$ cat src/rtl/fb_swap_controller.sv
// Double-buffer sequencer: clears the back bank, lets the renderer draw one frame into it,
// and exchanges front/back banks on the first vblank after the frame is finished.
module fb_swap_controller #(
  parameter int HOR_ACTIVE_PIXELS = 640,
  parameter int VER_ACTIVE_PIXELS = 480,
  parameter bit CLEAR_VALUE       = 1'b0,
  localparam int PIXELS           = HOR_ACTIVE_PIXELS * VER_ACTIVE_PIXELS,
  localparam int AW               = $clog2(PIXELS)
) (
  input  logic          clk,
  input  logic          rst,
  input  logic          ce,
  input  logic          frame_start,
  input  logic          rend_wr_en,
  input  logic [AW-1:0] rend_wr_addr,
  input  logic          rend_wr_data,
  input  logic          rend_done,
  output logic          swap,
  output logic          fb_wr_en,
  output logic [AW:0]   fb_wr_addr,
  output logic          fb_wr_data,
  output logic          disp_bank,
  output logic [7:0]    overruns
);

  typedef enum logic [1:0] {
    CLEAR       = 2'd0,
    RENDER      = 2'd1,
    WAIT_VBLANK = 2'd2,
    SWAP        = 2'd3
  } state_t;

  state_t        state;
  logic [AW-1:0] clr_cnt;

  // Strobes default low every cycle; the back bank is always the complement of disp_bank.
  always_ff @(posedge clk or negedge rst) begin
    if (!rst) begin
      state      <= CLEAR;
      clr_cnt    <= '0;
      disp_bank  <= 1'b0;
      swap       <= 1'b0;
      fb_wr_en   <= 1'b0;
      fb_wr_addr <= '0;
      fb_wr_data <= 1'b0;
      overruns   <= 8'd0;
    end else begin
      swap     <= 1'b0;
      fb_wr_en <= 1'b0;
      if (ce) begin
        case (state)
          CLEAR: begin
            fb_wr_en   <= 1'b1;
            fb_wr_addr <= {~disp_bank, clr_cnt};
            fb_wr_data <= CLEAR_VALUE;
            if (clr_cnt == AW'(PIXELS - 1)) begin
              clr_cnt <= '0;
              swap    <= 1'b1;
              state   <= RENDER;
            end else begin
              clr_cnt <= clr_cnt + AW'(1);
            end
          end
          RENDER: begin
            fb_wr_en   <= rend_wr_en;
            fb_wr_addr <= {~disp_bank, rend_wr_addr};
            fb_wr_data <= rend_wr_data;
            if (rend_done) begin
              state <= frame_start ? SWAP : WAIT_VBLANK;
            end else if (frame_start && overruns != 8'hFF) begin
              overruns <= overruns + 8'd1;
            end
          end
          WAIT_VBLANK: begin
            if (frame_start) state <= SWAP;
          end
          SWAP: begin
            disp_bank <= ~disp_bank;
            state     <= CLEAR;
          end
          default: state <= CLEAR;
        endcase
      end
    end
  end

endmodule

$ cat config.mk
export PLATFORM = sky130hd
export DESIGN_NAME = fb_swap_controller
export DESIGN_NICKNAME = d
export VERILOG_FILES = /design/src/rtl/fb_swap_controller.sv
export SDC_FILE = /design/constraint.sdc
export NUM_CORES = 1
export LEC_CHECK = 0
export ABC_CLOCK_PERIOD_IN_PS = 2250
export CORE_AREA = 4 4 77 79
export CTS_CLUSTER_SIZE = 24
export DETAILED_ROUTE_END_ITERATION = 16
export DIE_AREA = 0 0 81 83
export HOLD_SLACK_MARGIN = 0.02
export PLACE_DENSITY_LB_ADDON = 0.08
export REMOVE_ABC_BUFFERS = 1
export SYNTH_ARGS = -nofsm -noshare
export SYNTH_HDL_FRONTEND = slang
export SYNTH_SLANG_ARGS = --single-unit
export TNS_END_PERCENT = 20
$ cat constraint.sdc
create_clock -name clk -period 2.25 [get_ports clk]
set_input_delay 0.225 -clock clk [delete_from_list [all_inputs] [get_ports clk]]
set_output_delay 0.225 -clock clk [all_outputs]
set_load 0.01 [all_outputs]
---- Word-level counts from Yosys, hierarchy flattened ----
Index checks and enable logic that the tools add are counted.
storage, ports and cells
  register bits ........................... 53
  input port bits ......................... 26
  output and inout bits ................... 32
  word-level logic and storage cells ...... 41
operators by class
  $add $sub $neg .......................... 2
  eq/ne operators ......................... 8
  muxes and demuxes ....................... 13
  bitwise operators ....................... 2
  reductions and logical operators ........ 8
operators with widths
  operator                                                               number
  20-bit one-hot mux with 2 select lines                                 1
  19-bit by 1-bit adder with 19-bit output, second input constant        1
  19-bit equality test, second input constant                            1
  19-bit 2-to-1 mux                                                      1
  8-bit by 1-bit adder with 8-bit output, second input constant          1
  8-bit != test, second input constant                                   1
  2-bit one-hot mux with 4 select lines                                  1
  4-bit AND reduction                                                    2
  2-bit 2-to-1 mux                                                       3
  2-bit != test, second input constant                                   3
  2-bit AND reduction                                                    3
  1-bit 2-to-1 mux                                                       5
  2-bit equality test, second input constant                             2
  1-bit one-hot mux with 2 select lines                                  2
  2-bit by 1-bit equality test with 1-bit output, second input constant  1
  2-bit logical NOT                                                      1
  1-bit inverter                                                         2
  2-bit nonzero test                                                     1
  1-bit logical AND                                                      1

---- Depth between registers and ports, before layout ----
  depth in word-level cells ............... 4
  depth in mapped cells ................... 8
  mapped depth without buffers ............ 7

---- Worst setup path before layout ----
OpenSTA, ideal clock, no wires.
  path type ............................... flip-flop to flip-flop
  from .................................... register state[1]
  to ...................................... register overruns[7]
  library setup time ...................... 126 ps
  arrival time ............................ 1,702 ps
  required time ........................... 2,124 ps
  slack ................................... 421 ps
  stages on the path, launching flop included .. 9
  buffers on the path ..................... 1
  clock period less this slack ............ 1,829 ps
  cells stage by stage .................... dfrtp_1 inv_1 ha_1 clkbuf_1 nand4b_1 a31oi_2 and4_1 nand3_1 xnor2_1
on the way
  cells in the longest elaborated chain, start to end .. 2
RTL lines
  element                                         line  RTL
  start, declared                                 33    state_t state;
  start signal, assigned                          69    state <= frame_start ? SWAP : WAIT_VBLANK;
  2-bit by 1-bit equality test with 1-bit output  51    case (state)
  4-bit AND reduction (no source line)            n/a
  end signal, assigned                            71    overruns <= overruns + 8'd1;
  end, declared                                   23    output logic [7:0] overruns
No other way between the ends.
A chain may end at the register's enable or synchronous reset.

---- Worst setup path in the final report ----
  from .................................... register state[0]
  to ...................................... register clr_cnt[17]
on the way
  cells in the longest elaborated chain, start to end .. 2
RTL lines
  element                               line  RTL
  2-bit logical NOT                     51
  2-bit AND reduction (no source line)  n/a
  end signal, assigned                  61    clr_cnt <= clr_cnt + AW'(1);
  end, declared                         34    logic [AW-1:0] clr_cnt;
No other way between the ends.

==> results.json <==
{
  "met1_usage_pct": 21.74,
  "synth_top_area_share_pct": 52.09,
  "antenna_cells": 0,
  "r2r-start": "state[0]$_DFFE_PN0P_",
  "htree_num_levels": 2,
  "syn2layout_area_growth_pct": 30.61,
  "place_congestion": 0.7920,
  "grt.overflow.total": 0,
  "drt_pass1_iterations": 4,
  "yosysWarnings": 0,
  "max_freq_mhz": 529.5,
  "arrival_ps": 2120,
  "die_h_um": 83,
  "peakVddDrop_v": 0.0008454,
  "port_buffers": 57,
  "syn_inst": 236,
  "ys_top_cells_by_area": "dfrtp_1 52%, mux2i_1 8.6%, nand2_1 5.5%",
  "avgSynthCellArea_um2": 10.79,
  "post_cts_buffers": 0,
  "nNetsFinal": 329,
  "hold_buffers": 0,
  "rsz0062_at_grt": "false",
  "grt_max_degree": 54,
  "initial_core_util_pct": 47.70,
  "worst-endpoint-required_ps": 2480,
  "post-route-period-util_pct": 83.93,
  "routed_wl_um": 4836,
  "mostFrequentLayoutCells": "56 x clkdlybuf4s50_1, 53 x dfrtp_1, 37 x nand2_1, 22 x mux2i_1, 21 x o21ai_0",
  "globalRouteMet3Util_pct": 3.796,
  "ios": 58,
  "n_fill_cell": 491,
  "die_area_mm2": 0.006723,
  "cp-end-kind": "flip-flop",
  "slew_headroom_pct": 56.67,
  "clockBufferDepth": 2,
  "dieWidth_um": 81,
  "total_power_mw": 3.235,
  "finClkSkew_ps": 6.752,
  "dpl.cell_count": 361,
  "synth.cell_area_mm2": 0.002546,
  "avgRoutedWirePerCell_um": 13.11,
  "vias": 1843,
  "r2r_setup_slack_ps": 360,
  "regArea_mm2": 0.001326,
  "use_met2_pct": 25.69,
  "maxCapViolations": 0,
  "r2r_end": "clr_cnt[17]$_DFFE_PN0P_",
  "utilization_pct": 62.31,
  "numCtsBuffers": 5,
  "yosysSeqAreaShare_pct": 52.09,
  "detail-route-antenna-nets": 0,
  "instances_no_fill": 369,
  "ys_types": 33,
  "drt_iter0_drc": 94,
  "clockRootBuffer": "clkbuf_8",
  "setup_tns_ps": 0,
  "grtUsageTotal_pct": 15.98,
  "path_clk_slew_ps": 90,
  "setup_viol": 0,
  "endpoint": "clr_cnt[17]$_DFFE_PN0P_",
  "grt_pass1_wl_um": 8611,
  "final_common_cell": "clkdlybuf4s50_1",
  "hold_class": "in2async",
  "viasPerCell": 4.995,
  "hold_ws_ps": 25.46,
  "finalHoldViolCount": 0,
  "design.core.area_mm2": 0.005338,
  "crit_fanout": 6,
  "worst_slew_pin_slew_ps": 649.9,
  "antenna_found_initial": 0,
  "rows": 27,
  "cts_resized": 0,
  "post-dp-hpwl_um": 3511,
  "synth_seq_cells": 53,
  "drc": 0,
  "synth_largest_area_cell": "dfrtp_1",
  "drv_slew": 0,
  "cp-start-kind": "flip-flop",
  "status": "complete, no violations",
  "critical_path_class": "reg2reg",
  "clkLatencyLatePin_ps": 300,
  "cts_tree": "done",
  "rr_worst_depth": 7,
  "grt_pass1_vias": 1875,
  "grt_busiest_layer": "met2",
  "worstSetupStartpoint": "state[0]$_DFFE_PN0P_",
  "multi_input_area_mm2": 0.001167,
  "power_density_mw_per_mm2": 972.8,
  "clkSinkCount": 53,
  "drive_gt1_share_pct": 8.418,
  "min_period_ps": 1888,
  "p_leak_nw": 1.495
}
-- where the power goes --
group	switching (mW)	internal, mW	total, mW
Combinational	0.577	0.643	1.22
Sequential	0.190	1.17	1.36
Clock	0.293	0.363	0.656
Total	1.06	2.18	3.24
-- registers in the layout, indices dropped and copies added, names as in the netlist --
register    count
disp_bank       1
fb_wr_en        1
state           2
fb_wr_data      1
fb_wr_addr     20
clr_cnt        19
swap            1
overruns        8
-- logic make-up after synthesis --
logic type | Yosys count | share of synthesized area [%]
compound gates | 29 | 6.830
xor+xnor | 22 | 7.567
fa+ha+maj | 7 | 3.440
buf+inv | 14 | 2.211
flops | 53 | 52.09
mux | 25 | 9.975
simple gates | 86 | 17.89
-- how the worst min path moves through the flow --
stage               start                        end  slack, ps  depth (start not counted)
global placement      rst  fb_wr_addr[6]$_DFFE_PN0P_        390                          2
finish                rst  fb_wr_addr[6]$_DFFE_PN0P_         30                          2
detailed placement    rst  fb_wr_addr[6]$_DFFE_PN0P_        390                          2
floorplan             rst     clr_cnt[0]$_DFFE_PN0P_        -70                          0
global route          rst  fb_wr_addr[6]$_DFFE_PN0P_         90                          2
CTS                   rst  fb_wr_addr[6]$_DFFE_PN0P_         60                          2
-- synthesized netlist by cell type --
cell and number:
a211oi_1 2, a21oi_2 1, a2bb2oi_1 1, a31oi_2 1
a32o_1 1, and2_1 1, and2_4 1, and3_1 5
and4_1 2, buf_2 3, clkbuf_1 7, dfrtp_1 53
ha_1 7, inv_1 4, mux2_1 1, mux2_2 2
mux2i_1 22, nand2_1 37, nand2_2 1, nand3_1 8
nand4_1 6, nand4_4 1, nand4b_1 1, nor2_1 17
nor3_1 2, nor4_2 1, nor4_4 2, nor4bb_1 1
o21ai_0 21, o21ai_1 1, o221ai_1 1, xnor2_1 10
xor2_1 12
-- layout make-up --
cell class,instances,area share [%]
Sequential cell,53,39.88
Multi-Input combinational cell,169,35.10
Timing Repair Buffer,63,18.36
Tap cell,72,2.709
Clock buffer,7,2.596
Clock inverter,1,0.9029
Inverter,4,0.4515
-- worst max-delay path, cell delays in order (launching register included) --
cell and delay [ps]:
dfrtp_1 420, inv_1 140, ha_1 310, nand4_1 210
nor4_2 270, nand4_1 180, nor2_1 140, xor2_1 140
-- routing by layer --
metal | routed length [um] | vias up | part of all wire (%)
met1 | 2341 | 867 | 48
met5 | 0 | - | 0
met2 | 2252 | 37 | 47
li1 | - | 935 | -
met3 | 208 | 4 | 4.3
met4 | 34 | 0 | 0.70
-- metrics by stage --
stage | setup slack, ps | cell area, um^2
2_1_floorplan | -516.6 | 2505
3_3_place_gp | 363.3 | 3209
3_5_place_dp | 337.1 | 3209
4_1_cts | 345.2 | 3326
5_1_grt | 135.7 | 3326
6_report | 361.5 | 3326
(Power assumes the default switching activity.)
